File: config.mk
export PLATFORM = sky130hd
export DESIGN_NAME = y86_program_loader_flat
export DESIGN_NICKNAME = d
export VERILOG_FILES = /design/src/rtl/y86_pkg.sv /design/src/rtl/y86_program_loader_if.sv /design/src/rtl/y86_program_loader.sv /design/src/flat_wrapper.sv
export SDC_FILE = /design/constraint.sdc
export NUM_CORES = 1
export LEC_CHECK = 0
export ABC_AREA = 1
export BUFFER_PORTS_ARGS = -buffer_cell sky130_fd_sc_hd__buf_2
export CAP_MARGIN = 20
export CORE_UTILIZATION = 25
export CTS_CLUSTER_DIAMETER = 40
export DETAILED_ROUTE_END_ITERATION = 6
export SYNTH_ARGS = -nofsm -noshare
export SYNTH_HDL_FRONTEND = slang
export SYNTH_SLANG_ARGS = --single-unit
File: constraint.sdc
create_clock -name clk -period 2.5 [get_ports clk]
set_input_delay 0.75 -clock clk [delete_from_list [all_inputs] [get_ports clk]]
set_output_delay 0.75 -clock clk [all_outputs]
set_load 0.02 [all_outputs]
File: src/rtl/y86_pkg.sv
// Shared Y86 definitions: program-loader state encoding, loader error codes,
// and the instruction opcodes used by fetch (also handy for building test
// programs).
package y86_pkg;

  typedef enum logic [2:0] {
    IDLE   = 3'd0,
    LEN_LO = 3'd1,
    LEN_HI = 3'd2,
    DATA   = 3'd3,
    CHECK  = 3'd4,
    DONE   = 3'd5,
    ERROR  = 3'd6
  } loader_state_t;

  localparam logic [1:0] ERR_NONE = 2'd0;
  localparam logic [1:0] ERR_LEN  = 2'd1;
  localparam logic [1:0] ERR_CSUM = 2'd2;

  // Upper nibble of the first instruction byte.
  localparam logic [3:0] OP_HALT   = 4'h0;
  localparam logic [3:0] OP_NOP    = 4'h1;
  localparam logic [3:0] OP_RRMOVQ = 4'h2;
  localparam logic [3:0] OP_IRMOVQ = 4'h3;
  localparam logic [3:0] OP_RMMOVQ = 4'h4;
  localparam logic [3:0] OP_MRMOVQ = 4'h5;
  localparam logic [3:0] OP_OPQ    = 4'h6;
  localparam logic [3:0] OP_JXX    = 4'h7;
  localparam logic [3:0] OP_CALL   = 4'h8;
  localparam logic [3:0] OP_RET    = 4'h9;
  localparam logic [3:0] OP_PUSHQ  = 4'hA;
  localparam logic [3:0] OP_POPQ   = 4'hB;

endpackage

File: src/rtl/y86_program_loader_if.sv
// Loader bus: inbound byte stream (valid/ready) and outbound byte-wide
// memory write port.
//   in_valid/in_data : stream source -> loader
//   in_ready         : loader -> stream source
//   mem_we/mem_addr/mem_wdata : loader -> instruction/data memory
// modport slave is the loader; modport master is the stream source / memory.
interface y86_program_loader_if #(
  parameter int ADDR_W = 10
);
  logic              in_valid;
  logic [7:0]        in_data;
  logic              in_ready;
  logic              mem_we;
  logic [ADDR_W-1:0] mem_addr;
  logic [7:0]        mem_wdata;

  modport slave (
    input  in_valid, in_data,
    output in_ready, mem_we, mem_addr, mem_wdata
  );

  modport master (
    output in_valid, in_data,
    input  in_ready, mem_we, mem_addr, mem_wdata
  );
endinterface

File: src/rtl/y86_program_loader.sv
// Y86 program loader: receives a framed byte stream (16-bit little-endian
// length, program bytes, XOR checksum of the program bytes) and writes the
// program into memory starting at LOAD_BASE. Pulses cpu_start once a load
// verifies.
// Ports:
//   clk, rst    : clock, synchronous active-high reset
//   load_start  : arm a new load (honoured in IDLE, DONE, ERROR)
//   bus         : stream in (valid/ready) + memory write port
//   busy        : load in progress
//   done, error : result of last load (held until the next load is armed)
//   err_code    : ERR_NONE / ERR_LEN / ERR_CSUM
//   cpu_start   : one-cycle pulse on entry to DONE
//   byte_count  : program bytes written in the current or last load
//
// state  | meaning
// IDLE   | after reset, waiting for load_start
// LEN_LO | waiting for length low byte
// LEN_HI | waiting for length high byte, range check
// DATA   | writing program bytes
// CHECK  | waiting for checksum byte
// DONE   | load verified
// ERROR  | load rejected (length or checksum)
module y86_program_loader
  import y86_pkg::*;
#(
  parameter int ADDR_W    = 10,
  parameter int MEM_DEPTH = 1024,
  parameter int LOAD_BASE = 0
) (
  input  logic                clk,
  input  logic                rst,
  input  logic                load_start,
  y86_program_loader_if.slave bus,
  output logic                busy,
  output logic                done,
  output logic                error,
  output logic [1:0]          err_code,
  output logic                cpu_start,
  output logic [15:0]         byte_count
);

  localparam logic [16:0] LEN_MAX = 17'(MEM_DEPTH - LOAD_BASE);

  loader_state_t state, state_next;
  logic [7:0]    len_lo;
  logic [15:0]   len;
  logic [7:0]    checksum;
  logic          xfer;
  logic          arm;
  logic [15:0]   len_rx;
  logic          len_bad;
  logic [15:0]   count_inc;

  assign xfer      = bus.in_valid && bus.in_ready;
  assign arm       = load_start && (state == IDLE || state == DONE || state == ERROR);
  assign len_rx    = {bus.in_data, len_lo};
  assign len_bad   = {1'b0, len_rx} > LEN_MAX;
  assign count_inc = byte_count + 16'd1;

  always_ff @(posedge clk) begin
    if (rst) state <= IDLE;
    else     state <= state_next;
  end

  always_comb begin
    state_next = state;
    case (state)
      IDLE, DONE, ERROR: if (arm) state_next = LEN_LO;
      LEN_LO: if (xfer) state_next = LEN_HI;
      LEN_HI: if (xfer) begin
        if (len_bad)            state_next = ERROR;
        else if (len_rx == '0)  state_next = CHECK;
        else                    state_next = DATA;
      end
      DATA:   if (xfer && count_inc == len) state_next = CHECK;
      CHECK:  if (xfer) state_next = (bus.in_data == checksum) ? DONE : ERROR;
      default: state_next = IDLE;
    endcase
  end

  always_comb begin
    bus.in_ready = (state == LEN_LO) || (state == LEN_HI) || (state == DATA) || (state == CHECK);
    busy         = bus.in_ready;
    done         = (state == DONE);
    error        = (state == ERROR);
  end

  always_ff @(posedge clk) begin
    if (rst) begin
      len_lo        <= '0;
      len           <= '0;
      checksum      <= '0;
      byte_count    <= '0;
      err_code      <= ERR_NONE;
      cpu_start     <= 1'b0;
      bus.mem_we    <= 1'b0;
      bus.mem_addr  <= '0;
      bus.mem_wdata <= '0;
    end else begin
      bus.mem_we <= 1'b0;
      // High exactly during the first cycle spent in DONE.
      cpu_start  <= (state_next == DONE) && (state != DONE);
      if (arm) begin
        len        <= '0;
        checksum   <= '0;
        byte_count <= '0;
        err_code   <= ERR_NONE;
      end
      if (xfer) begin
        case (state)
          LEN_LO: len_lo <= bus.in_data;
          LEN_HI: begin
            len <= len_rx;
            if (len_bad) err_code <= ERR_LEN;
          end
          DATA: begin
            bus.mem_we    <= 1'b1;
            bus.mem_addr  <= ADDR_W'(LOAD_BASE + int'(byte_count));
            bus.mem_wdata <= bus.in_data;
            checksum      <= checksum ^ bus.in_data;
            byte_count    <= count_inc;
          end
          CHECK: if (bus.in_data != checksum) err_code <= ERR_CSUM;
          default: ;
        endcase
      end
    end
  end

endmodule

File: src/flat_wrapper.sv
// flat-port wrapper written by rule: the top's interface ports become plain ports
module y86_program_loader_flat import y86_pkg::*;
#(
  parameter int ADDR_W    = 10,
  parameter int MEM_DEPTH = 1024,
  parameter int LOAD_BASE = 0
)
  (clk, rst, load_start, busy, done, error, err_code, cpu_start, byte_count, bus_in_valid, bus_in_data, bus_in_ready, bus_mem_we, bus_mem_addr, bus_mem_wdata);
  y86_program_loader_if #(.ADDR_W(ADDR_W)) bus_i ();
  input  logic clk;
  input  logic rst;
  input  logic load_start;
  output logic busy;
  output logic done;
  output logic error;
  output logic [1:0] err_code;
  output logic cpu_start;
  output logic [15:0] byte_count;
  input wire logic [$bits(bus_i.in_valid)-1:0] bus_in_valid;
  input wire logic [$bits(bus_i.in_data)-1:0] bus_in_data;
  output wire logic [$bits(bus_i.in_ready)-1:0] bus_in_ready;
  output wire logic [$bits(bus_i.mem_we)-1:0] bus_mem_we;
  output wire logic [$bits(bus_i.mem_addr)-1:0] bus_mem_addr;
  output wire logic [$bits(bus_i.mem_wdata)-1:0] bus_mem_wdata;
  assign bus_i.in_valid = bus_in_valid;
  assign bus_i.in_data = bus_in_data;
  assign bus_in_ready = bus_i.in_ready;
  assign bus_mem_we = bus_i.mem_we;
  assign bus_mem_addr = bus_i.mem_addr;
  assign bus_mem_wdata = bus_i.mem_wdata;
  y86_program_loader #(.ADDR_W(ADDR_W), .MEM_DEPTH(MEM_DEPTH), .LOAD_BASE(LOAD_BASE)) u_core (.clk(clk), .rst(rst), .load_start(load_start), .bus(bus_i), .busy(busy), .done(done), .error(error), .err_code(err_code), .cpu_start(cpu_start), .byte_count(byte_count));
endmodule
Yosys cells after proc, flatten, opt, wreduce, memory -nomap -nowiden
Index checks and enable logic that the tools add are counted.

storage, ports and cells
  register bits after elaboration = 73
  input port bits = 12
  output and inout bits = 42
  word-level logic and storage cells = 64

operators by class
  $add $sub $neg = 1
  $lt $le $gt $ge = 1
  eq/ne operators = 11
  multiplexer cells = 24
  bitwise logic cells = 2
  reduce and logical (&&, ||, !) cells = 15

operator list
  kind                                                   number
  two-way mux 16 bit                                     6
  two-way mux 8 bit                                      3
  two-way mux 3 bit                                      7
  adder 16 x 1 -> 16 bit (second input constant)         1
  == test 16 bit                                         1
  > comparator 16 x 11 -> 1 bit (second input constant)  1
  logical NOT 16 bit                                     1
  case mux 3 bit (5 select lines)                        1
  == test 3 bit (second input constant)                  4
  two-way mux 2 bit                                      5
  == test 8 bit                                          1
  inequality test 8 bit                                  1
  bitwise XOR 8 bit                                      1
  == test 3 x 2 -> 1 bit (second input constant)         2
  logical OR 1 bit                                       5
  logical AND 1 bit                                      4
  case mux 2 bit (2 select lines)                        1
  AND reduction 2 bit                                    2
  == test 3 x 1 -> 1 bit (second input constant)         1
  logical NOT 3 bit                                      1
  inequality test 3 bit (second input constant)          1
  OR reduction 3 bit                                     1
  OR reduction 2 bit                                     1
  two-way mux 1 bit                                      1
  inverter 1 bit                                         1

Depth between registers and ports, before layout
  depth in word-level cells = 10
  mapped depth = 16
  mapped depth without buffers = 16

Worst setup path before layout
Ideal clock, no wire load.

  path kind = register to register
  from = reg u_core.byte_count[0]
  to = reg u_core.state[0]
  library setup time = 0.128 ns
  arrival time = 1.818 ns
  required time = 2.372 ns
  setup slack = 0.554 ns
  cell stages (with the launch flop) = 15
  path buffers = 0
  clock period less this slack = 1.946 ns
  cells stage by stage = dfxtp_1 > ha_1 > nand2_2 > nor2_4 > nand2_1 > nand3_1 > nand2_1 > clkinv_1 > nand3_1 > nor2_1 > nand2_1 > nor2_2 > nand2_1 > a21oi_1 > nor2_1

on the way
  longest elaborated chain between the ends = 5

RTL lines
  what                             line                       source
  from (decl)                      y86_program_loader.sv:39   output logic [15:0] byte_count
  from (signal assigned)           y86_program_loader.sv:121  byte_count <= count_inc;
  adder 16 x 1 -> 16 bit           y86_program_loader.sv:58   assign count_inc = byte_count + 16'd1;
  == test 16 bit                   y86_program_loader.sv:75   DATA: if (xfer && count_inc == len) state_next = CHECK;
  logical AND 1 bit                y86_program_loader.sv:75
  two-way mux 3 bit                y86_program_loader.sv:75
  case mux 3 bit (5 select lines)  y86_program_loader.sv:67   case (state)
  to (signal assigned)             y86_program_loader.sv:62   else state <= state_next;
  to (decl)                        y86_program_loader.sv:44   loader_state_t state, state_next;

Every way passes these cells.
A chain may end at the register's enable or synchronous reset.

Worst setup path in the final report
  from = reg u_core.byte_count[1]
  to = reg u_core.cpu_start

on the way
  longest elaborated chain between the ends = 7

RTL lines
  what                             line                       source
  adder 16 x 1 -> 16 bit           y86_program_loader.sv:58
  == test 16 bit                   y86_program_loader.sv:75
  logical AND 1 bit                y86_program_loader.sv:75
  two-way mux 3 bit                y86_program_loader.sv:75
  case mux 3 bit (5 select lines)  y86_program_loader.sv:67
  == test 3 bit                    y86_program_loader.sv:102  cpu_start <= (state_next == DONE) && (state != DONE);
  logical AND 1 bit                y86_program_loader.sv:102
  to (signal assigned)             y86_program_loader.sv:102
  to (decl)                        y86_program_loader.sv:38   output logic cpu_start,

Every way passes these cells.

==> impl_metrics.csv <==
group,metric,value,unit
status,outcome,"finished, final reports clean",
synthesis,synth_area,3510,sq um
global_routing,grt_use_total,14.4,%
routing,routed.top_layer,"met4",
synthesis,synth_fp_nets,500,
synthesis,synth_simple_gate_area_share,29.2,%
clock_tree,numClockSinks,73,
worst_setup_path,required,2.78,ns
worst_setup_path,cp_slowest_stage_delay,0.43,ns
layout,nNetsFinal,559,
worst_setup_path,rr_worst_depth,13,
synthesis,yosys.area_share.xor_xnor,3.21,%
worst_setup_path,timing.critical_path.arrival,2.45,ns
power_and_ir_drop,pwr-share-seq,41.2,%
sta,hold_viol_final,0,
worst_setup_path,worst_r2r_endpoint,"u_core.cpu_start",
sta,rsz0062_at_grt,"no",
synthesis,synthesis.instances,487,
sta,max_clock_freq,0.460,GHz
synthesis,per_instance_average_area_after_synthesis,7.21,sq um
place,place.gp.congestion,0.870,
worst_setup_path,worstSetupEndpoint,"u_core.cpu_start",
worst_setup_path,regToRegStartpoint,"u_core.byte_count[1]",
global_routing,total_grt_overflow,0,
synthesis,yosysTopAreaCell,"sky130_fd_sc_hd__dfxtp_1",
sta,final.period_utilization,86.9,%
clock_tree,tritoncts,"built",
layout,n_fill_cell,1451,
routing,antenna_violating_nets_post_route,0,
routing,detailroute.via_count,3462,
floorplan,core.rowCount,42,
job,max_cap_violations,0,
sta,max_slew_margin,65.9,%
worst_setup_path,crit_path_top_delay_cell,"sky130_fd_sc_hd__dfxtp_1",
worst_setup_path,critical_path.most_common_cell,"sky130_fd_sc_hd__nand2_1",
floorplan,floorplan.die_area,14500,sq um
synthesis,count_of_flip_flops_with_a_built_in_enable_after_synthesis,0,
synthesis,ys_top_cells_by_count,"sky130_fd_sc_hd__nand2_1 (115), sky130_fd_sc_hd__dfxtp_1 (73), sky130_fd_sc_hd__inv_1 (52)",
place,place.detailed.hpwl,7.40,mm
routing,drtPass1Iterations,4,
sta,hold_ws,0.449,ns
place,placed_cells_incl_taps,711,
floorplan,initial_utilization,26.1,%
worst_setup_path,crit_type,"reg2reg",
synthesis,synthMuxAreaShare,0,%
routing,post_drt_wl_per_cell,13.7,microns
synthesis,synth_fa_ha_area_share,0.356,%
sta,layout_min_cycle_time,2.17,ns
sta,final_max_slew_violation_count,0,
clock_tree,postCtsResizedCells,0,
synthesis,synth_top_cells_by_area,"sky130_fd_sc_hd__dfxtp_1 (42%), sky130_fd_sc_hd__nand2_1 (12%), sky130_fd_sc_hd__nand3_1 (5.6%)",
clock_tree,cts_buffers,9,
worst_setup_path,critPathMaxFanout,5,
floorplan,core-area,13500,sq um
synthesis,postSynthRegisterBits,73,
power_and_ir_drop,switching_share,23.8,%
clock_tree,cts_hold_repair.buffers,0,
synthesis,synth_top_family_by_area,"simple AND/OR/NAND/NOR gates",
floorplan,die-width,121,microns
synthesis,seq_area_frac_synth,41.6,%
routing,m1WireLength,4.82,mm
synthesis,synth.top_cell.area_share,41.6,%
worst_setup_path,setup.worst_path.start_class,"register",
global_routing,grt_antenna_before_repair,0,
clock_tree,post-cts-setup-buffer-count,0,
clock_tree,cts-root-to-sink-buffers,2,
clock_tree,clkSlewWorstSetupHoldPaths,0.06,ns
layout,antenna-diode-count,0,
clock_tree,cts-root-buf,"sky130_fd_sc_hd__clkbuf_16",
routing,finalWirelength,9.96,mm
floorplan,die_y,121,microns
power_and_ir_drop,comb_power_share,7.9,%
routing,route.met2.wl,4.44,mm
synthesis,yosys_warnings,0,
worst_setup_path,setup.worst_path.start,"u_core.byte_count[1]",
power_and_ir_drop,total_switching_power,697,uW
power_and_ir_drop,power.internal,2230,uW
floorplan,pin_count,54,
layout,combined_area_of_the_multi_input_logic_cells,1760,sq um
global_routing,grt_max_degree,23,
sta,setup_viol_count_final,0,
sta,timing.setup.tns,0,ns
synthesis,synth_compound_gate_area_share,17.3,%
layout,final_layout_size_suffix_gt1_share,19.1,%
worst_setup_path,reg2reg_setup_slack,0.33,ns
power_and_ir_drop,power.ir.vdd_worst,0.422,mV
layout,area_growth_syn_to_layout,24.0,%
power_and_ir_drop,clkPwrFrac,50.9,%
clock_tree,clock_tree.htree_level_count,3,
routing,drt_iter0_markers,199,
routing,detail_route.drc_violations,0,
power_and_ir_drop,power_density,673,nW/um^2
layout,ff_latch_area,1460,sq um
routing,routed_wire_length_on_met3,592,microns
clock_tree,clk_latency,0.34,ns
worst_hold_path,hold_path_class,"reg2reg",
worst_setup_path,setup.worst_path.end_class,"register",
worst_setup_path,crit_path_cell_trace,"ha_1, nand3_2, nor2_1, nand4_1, nand2_1, nand2_1, nand2_1, nand3_1, nor2_2, nand3_1, nand2_1, nand2_1, nor2_2",
synthesis,postSynth.topFlopCell,"sky130_fd_sc_hd__dfxtp_1",
sta,worst-slew-pin-transition,0.508,ns
place,io_buffers,53,
synthesis,synth_most_common_cell,"sky130_fd_sc_hd__nand2_1",
synthesis,async_reset_ff_share,0,%
layout,finalNonFillerCells,727,
global_routing,number_of_global_route_vias_before_repair,3202,
global_routing,first_pass_grt_wire_length,16.2,mm
power_and_ir_drop,p_leak,0.00181,uW
sta,worst_clock_skew,0.00450,ns
synthesis,yosysUniqueCellTypes,35,
routing,avgViaCountPerCell,4.76,
-- worst max-delay path: cells and delay by family (launching register included) --
family	cells	cell delay [ns]
adders and majority gates	1	0.29
DFF	1	0.43
and+or+nand+nor	12	1.40
-- cells by family (layout without fill, tap and decap cells) --
family	Yosys count	in the layout
compound gates	104	104
buf+inv	73	137
flops	73	73
simple gates	224	224
fa+ha+maj	1	1
xor+xnor	12	12
-- through the flow --
step	util (%)	worst slack (ns)	power, uW	cell area, sq um
floorplan	-	0.554	1380	3510
global placement	29.8	0.245	1460	4010
detailed placement	29.8	0.230	1460	4010
CTS	32.4	0.318	2950	4360
global route	32.4	0.0313	3030	4360
finish	32.4	0.327	2930	4360
-- how the worst min path moves through the flow --
stage | from | to | slack, ns | cells past startpoint
floorplan | u_core.len_lo[7] | u_core.len_lo[7] | 0.44 | 2
global placement | u_core.bus.mem_addr[5] | u_core.bus.mem_addr[5] | 0.44 | 2
detailed placement | u_core.bus.mem_addr[8] | u_core.bus.mem_addr[8] | 0.44 | 2
finish | u_core.bus.mem_addr[8] | u_core.bus.mem_addr[8] | 0.45 | 2
CTS | u_core.bus.mem_addr[4] | u_core.bus.mem_addr[4] | 0.46 | 2
global route | u_core.bus.mem_addr[6] | u_core.bus.mem_addr[6] | 0.47 | 2
-- cell type report --
class	instances	share of cell area (%)
Inverter	58	5.00
Multi-Input combinational cell	341	40.4
Tap cell	176	5.05
Clock buffer	9	5.17
Sequential cell	73	33.5
Timing Repair Buffer	63	8.10
Clock inverter	7	2.73
-- routing by layer --
layer / vias up / global-route usage, %
met5: - / 0
met4: 0 / 4.86
met2: 118 / 22.3
met1: 1579 / 19.3
met3: 12 / 3.63
li1: 1753 / -
-- placed cells by master, fill, tap and decap left out, drive strengths merged --
cell type and n:
bufinv 3, clkinv 4, nand3 42, xor2 7, nor4 1, o31ai 1
clkbuf 9, nand4 7, buf 63, o21ai 44, ha 1, a32o 4
nor2 39, a22o 1, nor3 7, a32oi 1, o22ai 8, nand3b 7
o32ai 4, inv 56, o21bai 1, dfxtp 73, clkinvlp 2, a21oi 29
nand2 121, a211oi 11, xnor2 5
-- sequential cells by signal, indices dropped and copies added, names as in the netlist --
| signal | cells |
|---|---|
| u_core.bus.mem_addr | 10 |
| u_core.bus.mem_wdata | 8 |
| u_core.bus.mem_we | 1 |
| u_core.byte_count | 16 |
| u_core.checksum | 8 |
| u_core.cpu_start | 1 |
| u_core.err_code | 2 |
| u_core.len | 16 |
| u_core.len_lo | 8 |
| u_core.state | 3 |
-- power groups by stage --
stage	combinational (uW)	clock (uW)	sequential, uW
global route	258	1560	1210
floorplan	155	0	1230
CTS	233	1510	1210
finish	233	1490	1210
global placement	229	0	1230
detailed placement	232	0	1230
(Power assumes the default switching activity.)
